[config.mk]
export PLATFORM = sky130hd
export DESIGN_NAME = stack_controller
export DESIGN_NICKNAME = d
export VERILOG_FILES = /design/src/rtl/stack_pkg.sv /design/src/rtl/stack_controller.sv
export SDC_FILE = /design/constraint.sdc
export NUM_CORES = 1
export LEC_CHECK = 0
export CAP_MARGIN = 20
export CORE_ASPECT_RATIO = 1.2
export CORE_UTILIZATION = 39
export CTS_CLUSTER_SIZE = 40
export DETAILED_ROUTE_END_ITERATION = 10
export PLACE_DENSITY = 0.78
export SYNTH_ARGS = -nofsm -noshare
export SYNTH_HDL_FRONTEND = slang
export SYNTH_SLANG_ARGS = --single-unit
[constraint.sdc]
create_clock -name clk -period 1.6 [get_ports clk]
set_input_delay 0.16 -clock clk [delete_from_list [all_inputs] [get_ports clk]]
set_output_delay 0.16 -clock clk [all_outputs]
set_load 0.01 [all_outputs]
[src/rtl/stack_pkg.sv]
// Shared encodings for the call/data stack controller: opcodes, error codes,
// FSM states and default stack bounds.
package stack_pkg;

    typedef enum logic [1:0] {
        OP_PUSH = 2'd0,
        OP_POP  = 2'd1,
        OP_CALL = 2'd2,
        OP_RET  = 2'd3
    } op_t;

    typedef enum logic [1:0] {
        ERR_NONE      = 2'b00,
        ERR_OVERFLOW  = 2'b01,
        ERR_UNDERFLOW = 2'b10
    } err_t;

    typedef enum logic [1:0] {
        ST_IDLE = 2'd0,
        ST_MEM  = 2'd1,
        ST_UPD  = 2'd2
    } state_t;

    localparam logic [7:0] STACK_TOP_DEF   = 8'hF0;
    localparam logic [7:0] STACK_LIMIT_DEF = 8'hC0;

    // PUSH and CALL write below SP; POP and RET read at SP.
    function automatic logic is_write(input op_t op);
        return (op == OP_PUSH) || (op == OP_CALL);
    endfunction

endpackage

[src/rtl/stack_controller.sv]
// Stack controller: sequences one memory transfer per command, then strobes
// the external stack pointer and reports POP data / PC loads.
module stack_controller
    import stack_pkg::*;
#(
    parameter logic [7:0] STACK_TOP   = STACK_TOP_DEF,
    parameter logic [7:0] STACK_LIMIT = STACK_LIMIT_DEF
) (
    input  logic        clk,
    input  logic        reset,
    input  logic        cmd_valid,
    output logic        cmd_ready,
    input  logic [1:0]  cmd_op,
    input  logic [15:0] cmd_data,
    input  logic [7:0]  cmd_target,
    input  logic [7:0]  SP,
    output logic        inr_SP,
    output logic        dcr_SP,
    output logic        mem_req,
    output logic        mem_we,
    output logic [7:0]  mem_addr,
    output logic [15:0] mem_wdata,
    input  logic [15:0] mem_rdata,
    input  logic        mem_ack,
    output logic        rsp_valid,
    output logic [15:0] rsp_data,
    output logic        pc_load_en,
    output logic [7:0]  pc_load,
    output logic [1:0]  stack_err
);

    state_t     state;
    op_t        op_q;
    logic [7:0] target_q;
    op_t        op_in;
    logic       wr_in;

    assign op_in = op_t'(cmd_op);
    assign wr_in = is_write(op_in);

    always_ff @(posedge clk or negedge reset) begin
        if (!reset) begin
            state      <= ST_IDLE;
            cmd_ready  <= 1'b1;
            op_q       <= OP_PUSH;
            target_q   <= 8'h00;
            inr_SP     <= 1'b0;
            dcr_SP     <= 1'b0;
            mem_req    <= 1'b0;
            mem_we     <= 1'b0;
            mem_addr   <= 8'h00;
            mem_wdata  <= 16'h0000;
            rsp_valid  <= 1'b0;
            rsp_data   <= 16'h0000;
            pc_load_en <= 1'b0;
            pc_load    <= 8'h00;
            stack_err  <= ERR_NONE;
        end else begin
            inr_SP     <= 1'b0;
            dcr_SP     <= 1'b0;
            rsp_valid  <= 1'b0;
            pc_load_en <= 1'b0;
            stack_err  <= ERR_NONE;
            case (state)
                ST_IDLE: begin
                    if (cmd_valid && cmd_ready) begin
                        if (wr_in && (SP == STACK_LIMIT)) begin
                            stack_err <= ERR_OVERFLOW;
                        end else if (!wr_in && (SP == STACK_TOP)) begin
                            stack_err <= ERR_UNDERFLOW;
                        end else begin
                            state     <= ST_MEM;
                            cmd_ready <= 1'b0;
                            op_q      <= op_in;
                            target_q  <= cmd_target;
                            mem_req   <= 1'b1;
                            mem_we    <= wr_in;
                            mem_addr  <= wr_in ? (SP - 8'd1) : SP;
                            mem_wdata <= (op_in == OP_CALL) ? {8'h00, cmd_data[7:0]} : cmd_data;
                        end
                    end
                end
                // Strobes are registered on the ack edge so they are high during UPD.
                ST_MEM: begin
                    if (mem_ack) begin
                        state   <= ST_UPD;
                        mem_req <= 1'b0;
                        mem_we  <= 1'b0;
                        case (op_q)
                            OP_PUSH: dcr_SP <= 1'b1;
                            OP_POP: begin
                                inr_SP    <= 1'b1;
                                rsp_valid <= 1'b1;
                                rsp_data  <= mem_rdata;
                            end
                            OP_CALL: begin
                                dcr_SP     <= 1'b1;
                                pc_load_en <= 1'b1;
                                pc_load    <= target_q;
                            end
                            OP_RET: begin
                                inr_SP     <= 1'b1;
                                pc_load_en <= 1'b1;
                                pc_load    <= mem_rdata[7:0];
                            end
                            default: ;
                        endcase
                    end
                end
                ST_UPD: begin
                    state     <= ST_IDLE;
                    cmd_ready <= 1'b1;
                end
                default: begin
                    state     <= ST_IDLE;
                    cmd_ready <= 1'b1;
                end
            endcase
        end
    end

endmodule

# Word-level counts from Yosys, hierarchy flattened
# Cells that the tools add are included.
[totals]
ff_bits = 69
output_inout_bits = 57
[op_classes]
add_sub_neg = 1
eq_ne = 11
n_mux = 37
bitwise = 3
n_reduce_logical = 19
[ops]
columns = ["op", "count"]
rows = [
  ["$mux W1", 22],
  ["$eq A8 B8 Y1 const B", 2],
  ["$mux W16", 1],
  ["$mux W2", 8],
  ["$pmux W8 S2", 1],
  ["$reduce_and A4 Y1", 3],
  ["$mux W8", 1],
  ["$ne A2 B2 Y1 const B", 4],
  ["$sub A8 B1 Y8 const B", 1],
  ["$eq A2 B2 Y1 const B", 3],
  ["$logic_not A2 Y1", 3],
  ["$pmux W1 S2", 3],
  ["$reduce_and A3 Y1", 2],
  ["$reduce_or A2 Y1", 3],
  ["$reduce_and A5 Y1", 1],
  ["$eq A2 B1 Y1 const B", 2],
  ["$pmux W2 S2", 1],
  ["$reduce_bool A2 Y1", 2],
  ["$logic_and A1 B1 Y1", 3],
  ["$not A1 Y1", 3],
  ["$logic_not A1 Y1", 1],
  ["$logic_or A1 B1 Y1", 1],
]

# Longest topological paths before layout
[depth]
depth_word = 8
depth_mapped = 7

# Least setup slack after synthesis
# No wires, ideal clock.
[synth_timing]
path_type = "register to register"
start = "register state[1]"
end = "register rsp_data[10]"
setup_ns = 0.125
t_arrival_ns = 1.584
setup_slack_ns = -0.109
path_stages_with_launch = 8
cell_sequence = "dfrtp_1 -> nand3b_1 -> inv_1 -> and2_1 -> nor2b_1 -> buf_2 -> buf_4 -> mux2_2"
[synth_via]
elab_chain_cells = 2
[synth_rtl]
columns = ["element", "line_no", "source"]
rows = [
  ["start: declaration", "stack_controller.sv:32", "state_t state;"],
  ["start signal: assignment", "stack_controller.sv:43", "state <= ST_IDLE;"],
  ["start signal: assignment", "stack_controller.sv:72", "state <= ST_MEM;"],
  ["start signal: assignment", "stack_controller.sv:86", "state <= ST_UPD;"],
  ["$eq A2 B1 Y1", "stack_controller.sv:64", "case (state)"],
  ["$reduce_and A3 Y1 (no source line)", "--", ""],
  ["end signal: assignment", "stack_controller.sv:94", "rsp_data <= mem_rdata;"],
  ["end: declaration", "stack_controller.sv:26", "output logic [15:0] rsp_data,"],
]
# No other way between the ends.
# A chain may end at the register's enable or synchronous reset.

# Worst setup path after layout
# Same ends and word-level chain as after synthesis.

==> tab_implementation.tex <==
\begin{tabular}{lr}
\hline
Metric & Value \\
\hline
\multicolumn{2}{l}{\textbf{Logic synthesis}} \\
Area share of the largest cell type after synthesis & 0.593 \\
Top cells by instance count after synthesis & sky130\_fd\_sc\_hd\_\_dfrtp\_1, sky130\_fd\_sc\_hd\_\_mux2\_2, sky130\_fd\_sc\_hd\_\_nand2\_1 \\
Synthesis-stage register bit count & around 70 \\
XOR/XNOR share of the synthesized area & 0.0214 \\
Sequential share of the synthesized area & 0.602 \\
Fraction of registers with async set or reset after synthesis & 1.00 \\
Post-synthesis average cell area & 13.4 µm² \\
Flip-flop cell with the highest count after synthesis & sky130\_fd\_sc\_hd\_\_dfrtp\_1 \\
Syn Nets & 269 \\
Cell taking the most area after synthesis & sky130\_fd\_sc\_hd\_\_dfrtp\_1 \\
Synth Area in Simple Gates & 0.0697 \\
Adder and majority gate portion of the synthesized area & 0.00436 \\
Multiplexer area fraction after synthesis & 0.234 \\
Dominant combinational cell family by area after synthesis & multiplexers \\
Netlist area before placement & 0.00287 mm² \\
Number of enable flip-flop cells after synthesis & 0 \\
Post-synthesis cell type count & 29 \\
Top-count cell post-synth & sky130\_fd\_sc\_hd\_\_dfrtp\_1 \\
Cells taking the most area after synthesis & sky130\_fd\_sc\_hd\_\_dfrtp\_1, sky130\_fd\_sc\_hd\_\_mux2\_2, sky130\_fd\_sc\_hd\_\_mux2i\_1, sky130\_fd\_sc\_hd\_\_mux2\_4, sky130\_fd\_sc\_hd\_\_nand2\_1 \\
Post-synthesis compound-gate area fraction & 0.0266 \\
Count of yosys warnings during synthesis & 0 \\
Synthesized instance count & 214 \\
\multicolumn{2}{l}{\textbf{Outcome}} \\
Result of the run & finished clean \\
\multicolumn{2}{l}{\textbf{Power}} \\
Cell area power density & about 1700 mW/mm² \\
Static leakage & about 2.3 nW \\
Design Power & 0.00813 W \\
Max VDD drop & 0.000894 V \\
\multicolumn{2}{l}{\textbf{Clocking}} \\
Clk root buf & sky130\_fd\_sc\_hd\_\_clkbuf\_8 \\
Worst-Skew Late Latency & 0.33 ns \\
Clock sink total & 69 \\
Worst-path clk slew & 0.07 ns \\
TritonCTS buffer count & 9 \\
H-Tree Depth & 3 \\
TritonCTS clock tree & built \\
Maximum clock path buffer count & 2 \\
\multicolumn{2}{l}{\textbf{Floorplanning}} \\
Placeable Area & 0.00698 mm² \\
Die ar. & a little under 0.008 mm² \\
Number of top-level pins & 111 \\
Vertical extent of the die & 96.0 µm \\
Horizontal die dimension & 80.3 µm \\
Starting utilization of the core area & 0.412 \\
\# rows & 33 \\
\multicolumn{2}{l}{\textbf{Routing}} \\
Top metal layer carrying routed signals & met4 \\
Metal1 wirelength & 2860 µm \\
Number of design-rule violations left by the first detailed-router iteration & 60 \\
Total wirelength of the detailed-routed design & 6790 µm \\
Met2 WL post-DR & 3510 µm \\
Number of search-and-repair iterations in the first detailed-routing pass & 3 \\
Number of nets with antenna violations after detailed routing & 0 \\
Drt drc & 0 \\
Vias per std cell & 4.60 \\
Drt wl/cell & 14.7 µm \\
Met3 WL post-DR & 307 µm \\
Overall via count from detail\_route & 2120 \\
\multicolumn{2}{l}{\textbf{Finish}} \\
Area of combinational cells with multiple inputs & 0.00115 mm² \\
Net count reported at finish & 424 \\
Register Area & 0.00173 mm² \\
Share of layout cells above drive strength 1 & 0.313 \\
Count of filler cells inserted in the layout & around 500 \\
Layout Area Growth over Synthesis & 66.6\% \\
Diode count & 0 \\
\multicolumn{2}{l}{\textbf{Place}} \\
Routability-driven placement congestion ratio & between 0.8 and 0.9 \\
Estimated wirelength of the detail-placed design & 4910 µm \\
Place WS & -0.722 ns \\
Count of input and output buffers & 110 \\
\multicolumn{2}{l}{\textbf{Timing}} \\
Number of failing setup endpoints in the final timing report & 0 \\
Max Clk Rate & 0.625 GHz \\
Setup Skew & about 0.005 ns \\
Number of pins with negative max-slew slack in the final report & 0 \\
Worst rel slew slack & 0.669 \\
Number of hold violations in the final report & 0 \\
Slew at the pin closest to its max-slew limit & 0.496 ns \\
Post-route worst setup slack & 0.00121 ns \\
Unrepaired setup endpoints after global routing & true \\
Final period utilization & 0.999 \\
Time the final worst path needs with I/O delays and setup & 1.60 ns \\
\multicolumn{2}{l}{\textbf{Min path}} \\
Hold Path End & stack\_err[0]\$\_DFF\_PN0\_ \\
Startpoint of the tightest hold check path & SP[7] \\
Min-Delay Path Depth & 3 \\
Hold/Removal Path Class & input port to register \\
\multicolumn{2}{l}{\textbf{Global routing}} \\
Leftover overflow at the end of global routing & 0 \\
Antenna violations before repair & 0 \\
Wire length of the first global-routing pass & 10600 µm \\
Aggregate global-route resource usage & 0.186 \\
Vias in the first global route & 2203 \\
Largest net degree at the start of global routing & 29 \\
\multicolumn{2}{l}{\textbf{Setup path}} \\
Critical Path Fanout Max & 12 \\
Beginning of the worst register-to-register path & state[1]\$\_DFFE\_PN0P\_ \\
Endpoint kind of the worst setup timing path & register \\
Worst Reg-to-Reg Cells & 6 \\
Endpoint of the lowest-slack register-to-register path & rsp\_data[10]\$\_DFFE\_PN0P\_ \\
Required time of the critical path & approximately 1.8 ns \\
Arrival time at the worst endpoint & 1.82 ns \\
CP startpoint kind & register \\
Type of the setup path with the least slack & register to register \\
Setup slack, reg-to-reg & 0.001 ns \\
\multicolumn{2}{l}{\textbf{Run}} \\
Number of max-cap violations & 0 \\
\hline
\end{tabular}
-- sequential cells by signal (all words and copies together), names as in the netlist --
signal,count
mem_wdata,16
rsp_data,16
mem_addr,8
pc_load,8
target_q,8
op_q,2
stack_err,2
state,2
cmd_ready,1
dcr_SP,1
inr_SP,1
mem_req,1
mem_we,1
pc_load_en,1
rsp_valid,1
-- critical path: stages, from the launching register on --
cell and delay [ns]:
sky130_fd_sc_hd__dfrtp_1 0.40, sky130_fd_sc_hd__nand3b_1 0.20, sky130_fd_sc_hd__inv_1 0.09, sky130_fd_sc_hd__and2_4 0.14, sky130_fd_sc_hd__nor2b_4 0.17, sky130_fd_sc_hd__buf_12 0.17
sky130_fd_sc_hd__mux2_4 0.31
-- per-stage QoR --
step,instance area (µm²),hold slack (ns),setup TNS [ns],instances,utilization
2_1_floorplan,2950,-0.136,-0.390,214,-
3_3_place_gp,4390,0.146,-26.46,434,0.629
3_5_place_dp,4390,0.153,-29.47,434,0.629
4_1_cts,4760,0.185,-1.57,462,0.682
5_1_grt,4780,0.195,-1.14,461,0.685
6_report,4780,0.197,0,461,0.685
-- what timing repair did --
action                     in CTS  in global routing
hold endpoints to repair       18                  0
pin swaps                       3                  3
gates resized for setup        33                 20
gates cloned                    2                  0
setup buffers                  10                  3
hold buffers                    1                  0
setup endpoints to repair      49                 51
-- power breakdown --
part / switching (W) / leakage [nW] / internal (W)
clock: 0.000609 / 0.101 / 0.000727
sequential: 0.000470 / 0.852 / 0.00256
combinational: 0.00131 / 1.34 / 0.00246
-- worst max-delay path by stage --
stage / from / end / depth (start not counted)
final: state[1]$_DFFE_PN0P_ / rsp_data[10]$_DFFE_PN0P_ / 6
after global routing: state[1]$_DFFE_PN0P_ / rsp_data[9]$_DFFE_PN0P_ / 6
after CTS: state[1]$_DFFE_PN0P_ / op_q[1]$_DFFE_PN0P_ / 8
after detailed placement: SP[1] / mem_wdata[11]$_DFFE_PN0P_ / 8
after global placement: SP[1] / target_q[5]$_DFFE_PN0P_ / 7
after floorplan: state[1]$_DFFE_PN0P_ / rsp_data[10]$_DFFE_PN0P_ / 7
-- logic make-up (layout without fill, tap and decap cells) --
| group | count (synthesis) | in the layout |
|---|---|---|
| simple gates | 44 | 44 |
| compound gates | 13 | 13 |
| xor+xnor | 7 | 7 |
| mux | 59 | 59 |
| fa+ha+maj | 1 | 1 |
| flops | 69 | 69 |
| buf+inv | 21 | 181 |
-- area by class of cell --
type,count,area share
sequential,69,0.361
tap,87,0.0228
multi-input combinational,124,0.241
clock buffer,13,0.0374
clock inverter,3,0.00366
inverter,13,0.0139
timing repair buffer,152,0.320
-- routing by layer --
layer  vias to the layer above  track usage
met3                        10       0.0351
met4                         0       0.0759
met2                        63        0.330
met1                      1018        0.222
li1                       1029            -
met5                         -            0
-- cell usage in the layout (no fill, tap or decap), types with 2 or more instances in the layout --
cell type                         count
sky130_fd_sc_hd__clkdlybuf4s50_1    100
sky130_fd_sc_hd__dfrtp_1             68
sky130_fd_sc_hd__buf_4               27
sky130_fd_sc_hd__nand2_1             26
sky130_fd_sc_hd__mux2_4              25
sky130_fd_sc_hd__mux2i_1             17
sky130_fd_sc_hd__mux2_2              17
sky130_fd_sc_hd__clkbuf_8            13
sky130_fd_sc_hd__inv_1               11
sky130_fd_sc_hd__o21ai_0             10
sky130_fd_sc_hd__buf_6                6
sky130_fd_sc_hd__xnor2_1              5
sky130_fd_sc_hd__buf_12               5
sky130_fd_sc_hd__nor2_1               4
sky130_fd_sc_hd__buf_2                3
sky130_fd_sc_hd__dlymetal6s2s_1       3
sky130_fd_sc_hd__nor3_2               2
sky130_fd_sc_hd__nand3_1              2
sky130_fd_sc_hd__xor2_1               2
sky130_fd_sc_hd__clkinv_2             2
sky130_fd_sc_hd__dlygate4sd2_1        2
sky130_fd_sc_hd__clkdlybuf4s15_1      2
sky130_fd_sc_hd__buf_8                2
Note: power is estimated with default switching activity, not from simulation.
